==> src/rtl/riscv_io_pkg.sv <==
// ---------------------------------------------------------------------------
// riscv_io_pkg : I/O address map and UART status bit positions
// Revision     : 1.0
// ---------------------------------------------------------------------------
`default_nettype none

package riscv_io_pkg;

  localparam logic [31:0] UART_STATUS = 32'h8000_0000;
  localparam logic [31:0] UART_RX     = 32'h8000_0004;
  localparam logic [31:0] UART_TX     = 32'h8000_0008;
  localparam logic [31:0] CYC_CNT     = 32'h8000_0010;
  localparam logic [31:0] CYC_CLR     = 32'h8000_0018;

  localparam int ST_TX_EMPTY  = 0;
  localparam int ST_RX_AVAIL  = 1;
  localparam int ST_RX_OVR    = 2;
  localparam int ST_TX_OVR    = 3;

endpackage

`default_nettype wire

==> src/rtl/uart_rx_fifo.sv <==
// ---------------------------------------------------------------------------
// uart_rx_fifo : synchronous byte FIFO with combinational head output
// Revision     : 1.0
// ---------------------------------------------------------------------------
`default_nettype none

module uart_rx_fifo #(
  parameter int DEPTH = 8
) (
  input  logic       clk,
  input  logic       rst,
  input  logic       push,
  input  logic [7:0] din,
  input  logic       pop,
  output logic [7:0] dout,
  output logic       full,
  output logic       empty
);

  localparam int AW = $clog2(DEPTH);

  logic [7:0]  mem [DEPTH];
  logic [AW:0] wr_ptr;
  logic [AW:0] rd_ptr;
  logic        do_push;
  logic        do_pop;

  // Extra MSB distinguishes full (MSBs differ) from empty (pointers equal).
  assign empty   = (wr_ptr == rd_ptr);
  assign full    = (wr_ptr[AW] != rd_ptr[AW]) && (wr_ptr[AW-1:0] == rd_ptr[AW-1:0]);
  assign do_push = push & ~full;
  assign do_pop  = pop & ~empty;
  assign dout    = mem[rd_ptr[AW-1:0]];

  always_ff @(posedge clk) begin
    if (rst) begin
      wr_ptr <= '0;
      rd_ptr <= '0;
    end else begin
      if (do_push) wr_ptr <= wr_ptr + {{AW{1'b0}}, 1'b1};
      if (do_pop)  rd_ptr <= rd_ptr + {{AW{1'b0}}, 1'b1};
    end
  end

  always_ff @(posedge clk) begin
    if (do_push) mem[wr_ptr[AW-1:0]] <= din;
  end

endmodule

`default_nettype wire

==> src/rtl/uart_mmio.sv <==
// ---------------------------------------------------------------------------
// uart_mmio : CPU memory-mapped UART TX/RX controller with cycle counter
// Revision  : 1.0
// ---------------------------------------------------------------------------
`default_nettype none

module uart_mmio
  import riscv_io_pkg::*;
#(
  parameter int RX_DEPTH = 8,
  parameter int CNT_W    = 32
) (
  input  logic        clk,
  input  logic        rst,
  input  logic        stall,
  input  logic [31:0] io_addr,
  input  logic        io_re,
  input  logic        io_we,
  input  logic [31:0] io_wdata,
  output logic [31:0] io_rdata,
  output logic [7:0]  tx_data,
  output logic        tx_valid,
  input  logic        tx_ready,
  input  logic [7:0]  rx_data,
  input  logic        rx_valid,
  output logic        rx_ready
);

  logic             rd_acc;
  logic             wr_acc;
  logic             tx_wr;
  logic             tx_drop;
  logic             rx_drop;
  logic             status_clr;
  logic             cnt_clr;
  logic             fifo_pop;
  logic             fifo_full;
  logic             fifo_empty;
  logic [7:0]       fifo_dout;
  logic             rx_overrun;
  logic             tx_overrun;
  logic [CNT_W-1:0] cyc_cnt;
  logic [31:0]      status_word;
  logic [31:0]      rd_mux;

  // A simultaneous read and write resolves to the write only.
  assign rd_acc     = io_re & ~io_we & ~stall;
  assign wr_acc     = io_we & ~stall;
  assign tx_wr      = wr_acc && (io_addr == UART_TX);
  assign tx_drop    = tx_wr & tx_valid & ~tx_ready;
  assign rx_drop    = rx_valid & fifo_full;
  assign status_clr = rd_acc && (io_addr == UART_STATUS);
  assign cnt_clr    = wr_acc && (io_addr == CYC_CLR);
  assign fifo_pop   = rd_acc && (io_addr == UART_RX);
  assign rx_ready   = ~fifo_full;

  uart_rx_fifo #(
    .DEPTH (RX_DEPTH)
  ) u_rx_fifo (
    .clk   (clk),
    .rst   (rst),
    .push  (rx_valid),
    .din   (rx_data),
    .pop   (fifo_pop),
    .dout  (fifo_dout),
    .full  (fifo_full),
    .empty (fifo_empty)
  );

  always_comb begin
    status_word              = '0;
    status_word[ST_TX_EMPTY] = ~tx_valid;
    status_word[ST_RX_AVAIL] = ~fifo_empty;
    status_word[ST_RX_OVR]   = rx_overrun;
    status_word[ST_TX_OVR]   = tx_overrun;
  end

  always_comb begin
    rd_mux = '0;
    case (io_addr)
      UART_STATUS: rd_mux = status_word;
      UART_RX:     rd_mux = fifo_empty ? 32'h0 : {24'h0, fifo_dout};
      CYC_CNT:     rd_mux = 32'(cyc_cnt);
      default:     rd_mux = '0;
    endcase
  end

  always_ff @(posedge clk) begin
    if (rst) begin
      io_rdata   <= '0;
      tx_data    <= '0;
      tx_valid   <= 1'b0;
      rx_overrun <= 1'b0;
      tx_overrun <= 1'b0;
      cyc_cnt    <= '0;
    end else begin
      if (rd_acc) io_rdata <= rd_mux;

      // A new byte may replace one leaving in this same cycle.
      if (tx_wr && !tx_drop) begin
        tx_data  <= io_wdata[7:0];
        tx_valid <= 1'b1;
      end else if (tx_valid && tx_ready) begin
        tx_valid <= 1'b0;
      end

      rx_overrun <= rx_drop | (rx_overrun & ~status_clr);
      tx_overrun <= tx_drop | (tx_overrun & ~status_clr);

      if (cnt_clr) cyc_cnt <= '0;
      else         cyc_cnt <= cyc_cnt + CNT_W'(1);
    end
  end

endmodule

`default_nettype wire

==> config.mk <==
export PLATFORM = sky130hd
export DESIGN_NAME = uart_mmio
export DESIGN_NICKNAME = d
export VERILOG_FILES = /design/src/rtl/riscv_io_pkg.sv /design/src/rtl/uart_rx_fifo.sv /design/src/rtl/uart_mmio.sv
export SDC_FILE = /design/constraint.sdc
export NUM_CORES = 1
export LEC_CHECK = 0
export ABC_CLOCK_PERIOD_IN_PS = 3400
export BUFFER_PORTS_ARGS = -buffer_cell sky130_fd_sc_hd__buf_2
export CAP_MARGIN = 40
export CORE_MARGIN = 2
export CORE_UTILIZATION = 45
export DETAILED_ROUTE_END_ITERATION = 8
export HOLD_SLACK_MARGIN = 0.12
export PLACE_DENSITY = 0.66
export SLEW_MARGIN = 5
export SYNTH_ARGS = -nofsm -noshare
export SYNTH_HDL_FRONTEND = slang
export SYNTH_SLANG_ARGS = --single-unit
==> constraint.sdc <==
create_clock -name clk -period 3.4 [get_ports clk]
set_input_delay 0.68 -clock clk [delete_from_list [all_inputs] [get_ports clk]]
set_output_delay 0.68 -clock clk [all_outputs]
set_load 0.02 [all_outputs]
==> flow_metrics.py, run 1 <==
metrics = {
    "floorplan": {
        "fp.dieW_um": 121.7,
        "num_rows": 42,
        "core_sq_um": 13400,
        "die_h_um": 121.7,
        "io-pin-count": 121,
        "initial_core_util_pct": 46.50,
        "dieArea_sq_um": 14800,
    },
    "worst_setup_path": {
        "reg2reg_from": "u_rx_fifo.wr_ptr[0]$_SDFFE_PP0P_",
        "critPathMaxFanout": 9,
        "arrival_ns": 2.53,
        "cp.required_ns": 3.53,
        "startpoint": "u_rx_fifo.wr_ptr[0]$_SDFFE_PP0P_",
        "cp-start-kind": "flop",
        "crit_type": "reg2reg",
        "reg2reg_depth": 5,
        "setup.worst_path.end_class": "flop",
    },
    "timing": {
        "final_hold_viol_count": 0,
        "fin_crit_ns": 2.400,
        "totalNegativeSetupSlack_ns": 0,
        "tightest_slew_ns": 0.7846,
        "finalSetupViolations": 0,
        "drv_slew": 0,
        "fin_worst_hold_slack_ns": 0.4467,
        "fmax_mhz": 416.7,
        "min_period_over_period_pct": 70.58,
        "setup_ws_ns": 1.000,
        "finClkSkew_ns": 0.009519,
        "rsz0062_at_grt": "no",
        "slew_headroom_pct": 47.62,
    },
    "clocking": {
        "insertion_delay_ns": 0.42,
        "cts_made_buffers": 17,
        "cts_tree": "done",
        "post_cts_buffers": 0,
        "cts-resized-gates": 0,
        "cts_hold_buf": 0,
        "cts-root-buf": "clkbuf_16",
        "clock_path_buffers": 2,
        "h-tree-depth": 4,
        "cts.sinks": 150,
        "path_clk_slew_ns": 0.06,
    },
    "global_routing": {
        "track_usage_pct": 18.79,
        "grt_pass1_wl_um": 21160,
        "grt.overflow.total": 0,
        "grt_pass1_vias": 4248,
        "grt_max_degree": 46,
        "grt_antenna_before_repair": 0,
    },
    "synth": {
        "syn-cell-area_sq_um": 6231,
        "synth.ff_latch_count": 150,
        "postSynthAreaPerCell_sq_um": 12.01,
        "synth_ff_type": "dfxtp_1",
        "yosysSeqAreaShare_pct": 58.47,
        "synth_nets": 601,
        "synth_cell_type_count": 50,
        "async_flop_share_pct": 0,
        "synth_top_area_share_pct": 30.84,
        "synth_edf_count": 64,
        "ys_warn_count": 0,
        "syn_inst": 519,
        "yosys.area.top_type": "edfxtp_1",
        "netlist_top_cells_area": "edfxtp_1 (31%), dfxtp_1 (28%), mux4_2 (5.8%)",
    },
    "power": {
        "pwr-share-seq_pct": 47.7,
        "internal_power_mw": 3.135,
        "p_sw_uw": 881.1,
        "ir_worst_vdd_mv": 0.4093,
        "leakage_nw": 2.739,
        "pwr-share-comb_pct": 3.6,
        "p_clk_share_pct": 48.6,
        "switching_share_pct": 21.94,
        "powerDensity_nw_per_um2": 535.7,
        "power_mw": 4.016,
    },
    "flow_run": {
        "cap_viol_max_count": 0,
    },
    "route": {
        "avgViaCountPerCell": 5.362,
        "dr.pass1.iters": 4,
        "drtAntennaViolNets": 0,
        "vias": 4343,
        "post_drt_wl_per_cell_um": 16.26,
        "drt_iter0_drc": 225,
        "drc": 0,
        "drt_wl_total_um": 13170,
    },
    "hold_path": {
        "min-delay-start": "io_rdata[19]$_SDFFE_PP0N_",
        "min_delay_path_depth": 2,
        "hp-class": "reg2reg",
    },
    "finish": {
        "mostFrequentLayoutCell": "buf_2",
        "drive_above_1_share_pct": 28.08,
        "final_area_sq_um": 7497,
        "mostFrequentLayoutCells": "buf_2 (97), dfxtp_1 (86), edfxtp_1 (64)",
        "syn_to_final_growth_pct": 20.32,
        "fin_nets": 703,
        "fillers": 1112,
        "diodes": 0,
    },
    "placement": {
        "dp_slack_ns": 0.8470,
        "hpwl_um": 9153,
        "place_area_sq_um": 6880,
        "gp_congestion": 0.7580,
        "io_buffers": 96,
    },
    "status": {
        "status": "completed",
    },
}
==> power groups by stage <==
stage	combinational, mW	sequential (mW)	clock, mW
after floorplan	0.0759	1.95	0
final	0.147	1.92	1.95
after global placement	0.143	1.95	0
after detailed placement	0.148	1.96	0
after CTS	0.149	1.92	1.98
after global routing	0.162	1.92	2.06
==> per-layer routing <==
layer / GRT usage (%) / part of all wire [%] / vias to the layer above
met5: 0 / 0 / -
met4: 7.399 / 2.0 / 0
met3: 4.775 / 6.9 / 18
met2: 30.34 / 47 / 149
met1: 24.40 / 44 / 2055
li1: - / - / 2121
==> cell usage after synthesis, types with 3 or more instances <==
master / number
nand4_1: 12
buf_2: 8
nand3_1: 37
clkbuf_1: 12
nand2_1: 37
nor2_1: 62
edfxtp_1: 64
dfxtp_1: 86
xnor2_1: 11
a22o_1: 7
ha_1: 3
xor2_1: 26
nor3_1: 5
nand2b_1: 3
mux4_2: 16
and3_1: 9
a22oi_1: 4
inv_1: 6
buf_4: 3
o2bb2ai_1: 4
nor4_2: 6
o22ai_1: 3
clkbuf_8: 4
nand4b_1: 4
mux2i_1: 17
and4_1: 5
a21oi_1: 33
==> critical path, stage by stage (launching register included) <==
cell and delay (ns):
dfxtp_1 0.51, xnor2_1 0.18, a41oi_1 0.54, nand2b_1 0.22
nor2_1 0.42, buf_4 0.24
==> logic make-up (layout without fill, tap and decap cells) <==
kind of cell / count (synthesis) / in the layout / share of synthesized area [%]
flip-flops: 150 / 150 / 58.47
multiplexers: 33 / 33 / 8.514
AND/OR/NAND/NOR: 200 / 200 / 17.75
buffers and inverters: 36 / 151 / 3.393
AO/OA/AOI/OAI: 60 / 60 / 6.064
adder cells (fa/ha/maj): 3 / 3 / 0.6025
XOR/XNOR: 37 / 37 / 5.201
==> cell type report <==
type,count,area [sq um],area share [%]
sequential,150,3643,48.60
multi-input combinational,333,2381,31.76
timing repair buffer,113,613.1,8.178
clock buffer,17,425.4,5.674
tap,176,220.2,2.937
clock inverter,15,191.4,2.553
inverter,6,22.52,0.3004
==> sequential cells by signal, summed over array words and instances (netlist names), named ones only <==
signal,flops
u_rx_fifo.mem,64
cyc_cnt,32
io_rdata,32
tx_data,8
u_rx_fifo.rd_ptr,4
u_rx_fifo.wr_ptr,4
rx_overrun,1
tx_overrun,1
tx_valid,1
==> through the flow <==
| step | util (%) | std cells |
|---|---|---|
| after global routing | 55.95 | 810 |
| after CTS | 55.95 | 810 |
| after detailed placement | 51.34 | 778 |
| after global placement | 51.20 | 776 |
| after floorplan | - | 519 |
| final | 55.95 | 810 |
==> worst paths after layout <==
path                              endpoint  slack (ns)
min reg2reg      io_rdata[19]$_SDFFE_PP0N_        0.45
max          u_rx_fifo.mem[5][7]$_DFFE_PP_        1.00
min              io_rdata[19]$_SDFFE_PP0N_        0.45
max reg2reg  u_rx_fifo.mem[5][7]$_DFFE_PP_        1.00
(Power assumes the default switching activity.)
==> inputs of run 2 (changes only) <==
--- a/config.mk
+++ b/config.mk
@@ -5,14 +5,14 @@
 export SDC_FILE = /design/constraint.sdc
 export NUM_CORES = 1
 export LEC_CHECK = 0
-export ABC_CLOCK_PERIOD_IN_PS = 3400
+export ABC_CLOCK_PERIOD_IN_PS = 2200
 export BUFFER_PORTS_ARGS = -buffer_cell sky130_fd_sc_hd__buf_2
 export CAP_MARGIN = 40
 export CORE_MARGIN = 2
 export CORE_UTILIZATION = 45
 export DETAILED_ROUTE_END_ITERATION = 8
 export HOLD_SLACK_MARGIN = 0.12
-export PLACE_DENSITY = 0.66
+export PLACE_DENSITY = 0.69
 export SLEW_MARGIN = 5
 export SYNTH_ARGS = -nofsm -noshare
 export SYNTH_HDL_FRONTEND = slang
==> constraint.sdc (replaced) <==
create_clock -name clk -period 2.2 [get_ports clk]
set_input_delay 0.44 -clock clk [delete_from_list [all_inputs] [get_ports clk]]
set_output_delay 0.44 -clock clk [all_outputs]
set_load 0.02 [all_outputs]
==> run 2 against run 1 <==
Effect of this change: sequential share of layout area is 0.58 points lower; worst setup slack lost 0.92 ns; register-to-register slack lost 0.83 ns.
==> flow_metrics.py, run 2 (same netlist as run 1, synthesis figures left out) <==
metrics = {
    "worst_setup_path": {
        "path_delay_family": "flip-flops",
        "crit_buf_inv": 1,
        "cp_slowest_cell": "dfxtp_1",
        "setup.worst_path.end_class": "primary output",
        "slowest_delay_ns": 0.55,
        "r2r_slack_ns": 0.17,
        "cp_cell_sequence": "xnor2_1 -> nand4_1 -> buf_2",
        "reg2reg_depth": 5,
        "arrival_ns": 1.68,
        "cp.required_ns": 1.76,
        "cp-start-kind": "flop",
        "critPathMaxFanout": 9,
        "reg2reg_from": "u_rx_fifo.wr_ptr[0]$_SDFFE_PP0P_",
        "crit_type": "reg2out",
        "worstReg2RegEnd": "u_rx_fifo.mem[0][7]$_DFFE_PP_",
    },
    "global_routing": {
        "track_usage_pct": 18.61,
        "grt_pass1_wl_um": 20940,
        "grt_pass1_vias": 4157,
        "grt.overflow.total": 0,
        "grt_max_degree": 33,
        "grt_antenna_before_repair": 0,
    },
    "power": {
        "pwr-share-seq_pct": 48.1,
        "ir_worst_vdd_mv": 0.5496,
        "p_sw_mw": 1.397,
        "internal_power_mw": 4.758,
        "powerDensity_nw_per_um2": 811.0,
        "leakage_nw": 2.791,
        "switching_share_pct": 22.70,
        "pwr-share-comb_pct": 3.8,
        "p_clk_share_pct": 48.1,
    },
    "hold_path": {
        "min_to": "tx_data[4]$_SDFFE_PP0P_",
        "min_delay_path_depth": 3,
        "hp-class": "in2reg",
        "min-delay-start": "io_wdata[4]",
    },
    "placement": {
        "gp_congestion": 0.8166,
        "io_buffers": 96,
        "hpwl_um": 8913,
    },
    "finish": {
        "syn_to_final_growth_pct": 21.79,
        "drive_above_1_share_pct": 29.28,
        "mostFrequentLayoutCell": "buf_2",
        "mostFrequentLayoutCells": "buf_2 (96), dfxtp_1 (86), edfxtp_1 (64)",
        "diodes": 0,
        "largest_reg_flops": 64,
        "final_util_pct": 56.63,
        "fin_nets": 711,
    },
    "floorplan": {
        "initial_core_util_pct": 46.50,
        "io-pin-count": 121,
        "fp.dieW_um": 121.7,
        "num_rows": 42,
        "die_h_um": 121.7,
        "core_sq_um": 13400,
        "dieArea_sq_um": 14800,
    },
    "route": {
        "drc": 0,
        "vias": 4459,
        "drt_iter0_drc": 237,
        "avgViaCountPerCell": 5.451,
        "dr.pass1.iters": 5,
        "drtAntennaViolNets": 0,
        "post_drt_wl_per_cell_um": 16.36,
        "drt_wl_total_um": 13380,
    },
    "timing": {
        "totalNegativeSetupSlack_ns": 0,
        "final_hold_viol_count": 0,
        "slew_headroom_pct": 60.05,
        "finClkSkew_ns": 0.006968,
        "finalSetupViolations": 0,
        "tightest_slew_ns": 0.5992,
        "fin_crit_ns": 2.115,
        "fmax_mhz": 472.8,
        "min_period_over_period_pct": 96.14,
        "drv_slew": 0,
        "rsz0062_at_grt": "no",
    },
    "clocking": {
        "clock_path_buffers": 2,
        "post_cts_buffers": 0,
        "cts-root-buf": "clkbuf_16",
        "cts_tree": "done",
        "cts_hold_buf": 0,
        "cts.sinks": 150,
        "path_clk_slew_ns": 0.06,
        "cts_made_buffers": 17,
        "insertion_delay_ns": 0.42,
        "h-tree-depth": 4,
        "cts-resized-gates": 0,
    },
    "status": {
        "status": "completed",
    },
    "flow_run": {
        "cap_viol_max_count": 0,
    },
}
## run 2: cell types whose count changed in the layout (fill, tap and decap cells not counted), sizes merged
| cell | delta |
|---|---|
| buf | +8 |
| bufinv | -1 |
| clkinv | -1 |
| clkinvlp | -1 |
| inv | +3 |
## run 2: worst max path at each step
stage / start / end / cells past startpoint
5_1_grt: u_rx_fifo.wr_ptr[0]$_SDFFE_PP0P_ / rx_ready / 3
6_report: u_rx_fifo.wr_ptr[0]$_SDFFE_PP0P_ / rx_ready / 3
3_3_place_gp: io_addr[17] / u_rx_fifo.rd_ptr[3]$_SDFFE_PP0P_ / 6
3_5_place_dp: io_addr[25] / u_rx_fifo.rd_ptr[3]$_SDFFE_PP0P_ / 6
2_1_floorplan: u_rx_fifo.wr_ptr[0]$_SDFFE_PP0P_ / u_rx_fifo.mem[1][0]$_DFFE_PP_ / 5
4_1_cts: u_rx_fifo.wr_ptr[0]$_SDFFE_PP0P_ / rx_ready / 3
## run 2: worst register-to-register path, stage by stage (launching register included)
cell and delay [ns]:
dfxtp_1 0.55, xnor2_1 0.19, a41oi_1 0.44, nand2b_1 0.20
nor3_2 0.14, buf_4 0.22
## run 2: routing by layer
layer	GRT usage [%]	part of all wire [%]
met1	24.07	44
met2	30.72	48
met4	6.394	1.5
met5	0	0
met3	4.541	6.5
## run 2: stage by stage
stage	std cells	power, mW	instance area [sq um]	setup slack (ns)	hold slack, ns
2_1_floorplan	519	3.132	6241	0.1570	0.4300
3_3_place_gp	786	3.243	6983	0.1156	0.4372
3_5_place_dp	786	3.256	6983	0.04594	0.4397
4_1_cts	818	6.197	7589	0.09782	0.2474
5_1_grt	818	6.329	7589	0.04060	0.2619
6_report	818	6.155	7589	0.08492	0.2600
## run 2: power by group through the flow
| stage | Combinational [mW] | Clock, mW | Sequential [mW] |
|---|---|---|---|
| 2_1_floorplan | 0.119 | 0 | 3.01 |
| 3_3_place_gp | 0.225 | 0 | 3.02 |
| 3_5_place_dp | 0.234 | 0 | 3.02 |
| 4_1_cts | 0.237 | 3.00 | 2.96 |
| 5_1_grt | 0.257 | 3.11 | 2.96 |
| 6_report | 0.234 | 2.96 | 2.96 |
## run 2: final cells by class
cell class | instances | area [sq um]
tap | 176 | 220.2
sequential | 150 | 3643
inverter | 6 | 22.52
clock inverter | 15 | 180.2
fill | 1118 | 5812
clock buffer | 17 | 425.4
multi-input combinational | 333 | 2391
timing repair buffer | 121 | 705.7
